### src/rtl/ssd_scan_ctrl.sv
// ssd_scan_ctrl: binary-to-BCD converter and four-digit seven-segment scanner.
// Ports: clk, rst (sync, active-high), value_in[12:0] + update (capture request),
//        busy (conversion pending/running), Anode[3:0] (active-low digit enable,
//        bit 0 = ones), LED_out[6:0] (segments {a..g}, active-low).
module ssd_scan_ctrl #(
    parameter int REFRESH_DIV   = 100000,
    parameter bit BLANK_LEADING = 1'b1
) (
    input  logic        clk,
    input  logic        rst,
    input  logic [12:0] value_in,
    input  logic        update,
    output logic        busy,
    output logic [3:0]  Anode,
    output logic [6:0]  LED_out
);

    localparam int CW = $clog2(REFRESH_DIV);

    typedef enum logic [1:0] {
        IDLE,
        CONVERT,
        COMMIT
    } state_e;

    state_e      state_q, state_d;
    logic        pending_q, pending_d;
    logic        busy_q;
    logic [12:0] bin_q, bin_d;
    logic [15:0] bcd_q, bcd_d;
    logic [3:0]  iter_q, iter_d;
    logic [15:0] disp_q, disp_d;
    logic [15:0] bcd_adj;

    logic [CW-1:0] ref_q, ref_d;
    logic [1:0]    idx_q, idx_d;
    logic [3:0]    anode_q, anode_d;
    logic [6:0]    seg_q, seg_d;
    logic          wrap;
    logic [3:0]    nib;
    logic [3:0]    lead_zero;
    logic          blank;

    // Add-3 correction on every BCD nibble before the shift.
    always_comb begin
        bcd_adj = bcd_q;
        for (int i = 0; i < 4; i++) begin
            if (bcd_q[4*i +: 4] >= 4'd5) begin
                bcd_adj[4*i +: 4] = bcd_q[4*i +: 4] + 4'd3;
            end
        end
    end

    always_comb begin
        state_d   = state_q;
        pending_d = pending_q;
        bin_d     = bin_q;
        bcd_d     = bcd_q;
        iter_d    = iter_q;
        disp_d    = disp_q;
        unique case (state_q)
            IDLE: begin
                if (update || pending_q) begin
                    bin_d     = value_in;
                    bcd_d     = '0;
                    iter_d    = '0;
                    pending_d = 1'b0;
                    state_d   = CONVERT;
                end
            end
            CONVERT: begin
                {bcd_d, bin_d} = {bcd_adj[14:0], bin_q, 1'b0};
                iter_d = iter_q + 4'd1;
                if (iter_q == 4'd12) begin
                    state_d = COMMIT;
                end
                if (update) begin
                    pending_d = 1'b1;
                end
            end
            COMMIT: begin
                disp_d  = bcd_q;
                state_d = IDLE;
                if (update) begin
                    pending_d = 1'b1;
                end
            end
            default: state_d = IDLE;
        endcase
    end

    // Scan path: digit slot counter and registered anode/segment drive.
    assign wrap = (ref_q == CW'(REFRESH_DIV - 1));
    assign ref_d = wrap ? '0 : ref_q + 1'b1;
    assign idx_d = wrap ? idx_q + 2'd1 : idx_q;
    assign nib = disp_q[{idx_q, 2'b00} +: 4];

    // lead_zero[k]: digit k and every digit above it are zero.
    assign lead_zero[3] = (disp_q[15:12] == 4'd0);
    assign lead_zero[2] = lead_zero[3] && (disp_q[11:8] == 4'd0);
    assign lead_zero[1] = lead_zero[2] && (disp_q[7:4] == 4'd0);
    assign lead_zero[0] = 1'b0;
    assign blank = BLANK_LEADING && lead_zero[idx_q];

    always_comb begin
        anode_d = ~(4'b0001 << idx_q);
        seg_d   = 7'b1111111;
        if (!blank) begin
            case (nib)
                4'd0:    seg_d = 7'b0000001;
                4'd1:    seg_d = 7'b1001111;
                4'd2:    seg_d = 7'b0010010;
                4'd3:    seg_d = 7'b0000110;
                4'd4:    seg_d = 7'b1001100;
                4'd5:    seg_d = 7'b0100100;
                4'd6:    seg_d = 7'b0100000;
                4'd7:    seg_d = 7'b0001111;
                4'd8:    seg_d = 7'b0000000;
                4'd9:    seg_d = 7'b0000100;
                default: seg_d = 7'b1111111;
            endcase
        end
    end

    always_ff @(posedge clk) begin
        if (rst) begin
            state_q   <= IDLE;
            pending_q <= 1'b0;
            busy_q    <= 1'b0;
            bin_q     <= '0;
            bcd_q     <= '0;
            iter_q    <= '0;
            disp_q    <= '0;
            ref_q     <= '0;
            idx_q     <= '0;
            anode_q   <= 4'b1110;
            seg_q     <= 7'b0000001;
        end else begin
            state_q   <= state_d;
            pending_q <= pending_d;
            busy_q    <= (state_d != IDLE) || pending_d;
            bin_q     <= bin_d;
            bcd_q     <= bcd_d;
            iter_q    <= iter_d;
            disp_q    <= disp_d;
            ref_q     <= ref_d;
            idx_q     <= idx_d;
            anode_q   <= anode_d;
            seg_q     <= seg_d;
        end
    end

    assign busy    = busy_q;
    assign Anode   = anode_q;
    assign LED_out = seg_q;

endmodule

### config.mk
export PLATFORM = sky130hd
export DESIGN_NAME = ssd_scan_ctrl
export DESIGN_NICKNAME = d
export VERILOG_FILES = /design/src/rtl/ssd_scan_ctrl.sv
export SDC_FILE = /design/constraint.sdc
export NUM_CORES = 1
export LEC_CHECK = 0
export BUFFER_PORTS_ARGS = -buffer_cell sky130_fd_sc_hd__buf_4
export CORE_MARGIN = 2
export CORE_UTILIZATION = 50
export CTS_CLUSTER_SIZE = 12
export DETAILED_ROUTE_END_ITERATION = 12
export PLACE_DENSITY = 0.68
export SLEW_MARGIN = 40
export SYNTH_ARGS = -nofsm -noshare
export SYNTH_HDL_FRONTEND = slang
export SYNTH_SLANG_ARGS = --single-unit
export TNS_END_PERCENT = 30
### constraint.sdc
create_clock -name clk -period 4.4 [get_ports clk]
set_clock_uncertainty 0.1 [all_clocks]
set_input_delay 0.88 -clock clk [delete_from_list [all_inputs] [get_ports clk]]
set_output_delay 0.88 -clock clk [all_outputs]
set_load 0.1 [all_outputs]
# Yosys cells after proc, flatten, opt, wreduce, memory -nomap -nowiden
# Memory sizes are Yosys's and may differ from the RTL's.
# Index checks and enable logic that the tools add are counted.
# op_classes
addsub,7
order_cmp,5
n_eq_ne,5
shifts,2
muxes,19
bitwise_logic,1
reduce_logical,14
# op_table
cell,count
case mux 16 bit (2 select lines),1
case mux 13 bit (2 select lines),1
adder 17 x 1 -> 17 bit (second input constant),1
equality test 17 bit (second input constant),1
greater-or-equal comparator 4 x 3 -> 1 bit (second input constant),4
2-to-1 mux 16 bit,1
2-to-1 mux 4 bit,4
indexed part select 16 x 5 -> 4 bit,1
2-to-1 mux 13 bit,1
adder 4 x 2 -> 4 bit (second input constant),3
logical NOT 4 bit,3
case mux 4 bit (2 select lines),1
2-to-1 mux 7 bit,1
OR reduction 2 bit,3
adder 4 x 1 -> 4 bit (second input constant),1
equality test 4 bit (second input constant),1
2-to-1 mux 2 bit,2
inverter 4 bit,1
case mux 2 bit (2 select lines),1
nonzero test 2 bit,2
<< shifter 1 x 2 -> 4 bit (first input constant),1
adder 3 x 2 -> 3 bit (second input constant),1
less-than comparator 2 x 3 -> 1 bit (second input constant),1
2-to-1 mux 1 bit,3
11 further kinds,13
# totals
regBits,83
mem_bits_ro,112
in_bits,16
output_inout_bits,12
word_cells,66
n_memories,1
# mem_list
memory,depth,word_bits,read_ports,rd_clocked_by_memory_dff,write_ports,line,rtl
(no name shown),16,7,1,0,0,109,case (nib)

# Depth between registers and ports, before layout
# depth
word_depth,6
mapped_depth,9
ltp_nobuf,7

# Worst setup path before layout
# Ideal clock, no wire load.
# synth_timing
path_type,input to register
start,in update
end,reg iter_q[3]
setup_time_ns,0.128
arrival_ns,1.943
required_time_ns,4.172
setup_slack_ns,2.228
stages,7
path_buffers,2
path_cell_list,or3b_1 buf_2 o21a_1 buf_2 nand4_1 xor2_1 nor3_1
# synth_via
elab_chain_len,3
# synth_lines
element,line,rtl
from (decl),12,"input logic update,"
logical OR 1 bit,63,if (update || pending_q) begin
!= test 2 bit (no line),-,
AND reduction 2 bit (no line),-,
to (signal assigned),144,iter_q <= iter_d;
to (decl),31,"logic [3:0] iter_q, iter_d;"
# Every way passes these cells.
# A chain may end at the register's enable or synchronous reset.

# Worst setup path after layout
# layout_timing
start,reg state_q[0]
end,reg iter_q[3]
# layout_via
elab_chain_len,3
word_cells_on_any_way,6
cone_classes,2 x eq/ne; 1 x mux; 3 x reduce/logical
# layout_lines
element,line,rtl
from (decl),26,"state_e state_q, state_d;"
from (signal assigned),139,state_q <= state_d;
equality test 2 x 1 -> 1 bit / logical NOT 2 bit (equally long branches),61,unique case (state_q)
nonzero test 2 bit (no line) / != test 2 bit (equally long branches),-,
AND reduction 2 bit (no line),-,
# Several ways; a longest one is shown, not always the timed one.

==> results.md <==
- Clock transition time at the flip-flop clock pins of the worst setup and hold paths: 0.08 ns
- Post-CTS setup buffer count: 0
- Number of logic stages on the critical path including buffering: 7
- Number of distinct library cells after synthesis: 39
- Remaining Overflow, GRT: 0
- Total instance count after detailed placement: 530
- Core Box Area: between 7000 and 8000 um2
- Pre-antenna DRT Iters: 6
- Worst Hold Depth: 1
- Net switching fraction of the power: 24.5%
- PwrDens: ~340 nW/um2
- Most used standard cell by instance count after synthesis: dfxtp_1
- Fraction of the yosys area taken by sequential cells: between 40% and 50%
- Inserted Clock Buffers: 9
- DR DRC count: 0
- Worst endpoint required time: roughly 4.6 ns
- Global-route wire length before repair: 12.2 mm
- Via-per-instance ratio: roughly 5.3
- Run status: completed
- Area growth from synthesis to final layout: 11.2%
- Number of antenna violations at the first check in global routing: 0
- Number of global-route vias before repair: roughly 2700
- HPWL after DPL: roughly 4.7 mm
- Worst path cell trace: inv_1 > ha_1 > or3b_1 > o21a_1 > nand4_1 > xor2_1 > nor3_1
- TritonCTS clock tree: built
- Most area-consuming cells after synthesis: dfxtp_1, mux2i_1, nor2_1, ha_1, xor2_1
- Later-pin clock latency in the skew report: 0.35 ns
- Number of hold violations in the final report: 0
- Average wire per standard cell: 12.9 um
- Post-synth EDFFs: 0
- Net count of the mapped netlist: ~460
- Launching element type of the critical path: register
- Filler Cell Count: roughly 690
- Number of nets with antenna violations after detailed routing: 0
- Static Leak: 0.00167 uW
- Final routed wirelength across all metal layers: ~7.1 mm
- Share of total power in the clock network: a little under two fifths
- Yosys reg bits: 83
- Net total in the final layout: approximately 480
- Worst-case clock buffer depth: 2
- Area leader, netlist: dfxtp_1
- Share of total power in sequential cells: approximately 54%
- CP Max Fanout: 20
- Average instance area after synthesis: between 9 and 10 um2
- Internal cell power: roughly 1100 uW
- Clock tree root driver cell: clkbuf_8
- Number of instances in the synthesized netlist: approximately 420
- Critical path buffer and inverter count: 1
- Total number of vias: 2883
- Worst slew pin tran: 0.677 ns
- Resize count post-CTS: 0
- Commonest cells in the synthesized netlist: dfxtp_1, nor2_1, mux2i_1
- Global Route Usage Sum: approximately 18%
- Critical Setup Path Class: register to register
- Final period util: 56.3%
- Max Cap Viol: 0
- Setup violations, final: 0
- Post-route minimum period: between 2 and 2.5 ns
- Area share of the leading cell type in the synthesized netlist: a little over two fifths
- Layout cells sized above 1: approximately 11%
- Cell at the slowest stage of the critical path: o21a_1
- Highest clock frequency the design can meet: around 0.40 GHz
- Kind of end point of the critical path: register
- Total area of multi-input combinational cells: approximately 2000 um2
- DRC violation total after the first TritonRoute iteration: 126
- Port bufs: 27
- Final slew viol count: 0
- Net Switching: between 300 and 400 uW
- Width of the die: just over 90 um
- Max_slew headroom: between 50% and 60%
- Maximum level of the CTS H-tree: 3
- Routability congestion estimate from global placement: about 0.8
- Largest net degree at the start of global routing: 70
- Number of cells on the worst reg-to-reg path: 7
- Number of clock sinks seen by CTS: 83
- Cell area after synthesis: 3850 um2
- Logic gate share of total power: just under 8%
- Number of buffers inserted for hold repair after clock tree synthesis: 0
- Leading register cell type out of synthesis: dfxtp_1
- Die height: roughly 90 um
- Site row count: 32
- Die footprint: between 8000 and 9000 um2
- Post-route non-filler standard cell count: roughly 550
- Initial cell density of the core: about half
- RSZ-0062 raised after global routing: false
- Classification of the worst-slack hold path: register to register
- Proportion of register bits with asynchronous set or reset after synthesis: 0%
- Total number of yosys warnings: 0
- Highest cell delay on the worst timing path: between 0.5 and 0.6 ns
- Kind of cell with the highest combined delay on the critical path: simple AND/OR/NAND/NOR gates
- Top Ports: 28
- Antenna diodes: 0
- Area taken by flip-flops and latches: about 1700 um2
- Crit path arrival time: about 2.7 ns
- Highest ir drop seen on vdd: ~0.17 mV
- Sum of negative setup slack: 0 ns
==> flip-flops by register name (all words and copies together) (netlist names) <==
register / flops
Anode: 4
LED_out: 7
bcd_q: 16
bin_q: 13
busy: 1
disp_q: 16
idx_q: 2
iter_q: 4
pending_q: 1
ref_q: 17
state_q: 2
==> power by group through the flow <==
| stage | combinational [uW] | sequential [uW] | clock, uW |
|---|---|---|---|
| finish | 114 | 783 | 543 |
| global route | 126 | 786 | 591 |
| CTS | 114 | 783 | 559 |
| detailed placement | 113 | 801 | 0 |
| global placement | 110 | 800 | 0 |
| floorplan | 81.4 | 805 | 0 |
==> per-stage QoR <==
stage          hold slack, ns  setup WS, ns  util [%]  power, uW  area, um2
2_1_floorplan           0.338          2.23         -        886       3850
5_1_grt                 0.408          1.72      56.3       1500       4290
6_report                0.380          1.92      56.3       1440       4290
3_3_place_gp            0.355          1.83      53.6        910       4080
4_1_cts                 0.385          1.96      56.3       1460       4280
3_5_place_dp            0.367          1.79      53.7        914       4090
==> cells in the final DEF (no fill, tap or decap), drive strengths merged, types with 2 or more instances in the layout <==
cell,n
nand2,20
o21ai,12
inv,18
mux4,4
a21o,2
xor2,13
nand4,3
nand2b,9
nor2b,3
and3,2
ha,24
buf,27
clkinv,3
nand3,13
a21oi,15
clkbuf,11
mux2i,31
a222oi,3
a22oi,15
dfxtp,83
a211oi,9
nor2,82
a31oi,2
nor3,9
and2,2
nor4,5
xnor2,12
o21a,2
==> worst register-to-register path, cell delays in order (launching register included) <==
cell	delay, ns
dfxtp_1	0.38
inv_1	0.10
ha_1	0.28
or3b_1	0.43
o21a_1	0.59
nand4_1	0.19
xor2_1	0.18
nor3_1	0.15
==> kinds of logic after synthesis <==
family | Yosys count | synth area share (%)
compound gates | 61 | 10.3
xor+xnor | 25 | 5.68
fa+ha+maj | 24 | 7.79
buf+inv | 40 | 4.45
flops | 83 | 43.1
mux | 35 | 10.5
simple gates | 155 | 18.1
==> path summary, 6_finish.rpt <==
kind               from        end  slack, ns
max          state_q[0]  iter_q[3]       1.92
min reg2reg    ref_q[0]   ref_q[0]       0.38
max reg2reg  state_q[0]  iter_q[3]       1.92
min            ref_q[0]   ref_q[0]       0.38
==> cell type report <==
| type | instances | share of cell area [%] |
|---|---|---|
| Multi-Input combinational cell | 300 | 47.4 |
| Sequential cell | 83 | 38.8 |
| Timing Repair Buffer | 27 | 4.73 |
| Clock buffer | 11 | 3.30 |
| Tap cell | 102 | 2.98 |
| Inverter | 18 | 1.58 |
| Clock inverter | 5 | 1.23 |
==> routing by layer <==
layer	vias to the layer above	track usage, %	wire length (um)
met5	-	0	0
met4	0	8.83	137
met3	10	3.45	213
met2	45	29.7	3300
met1	1350	22.1	3400
li1	1478	-	-
Note: power is estimated with default switching activity, not from simulation.
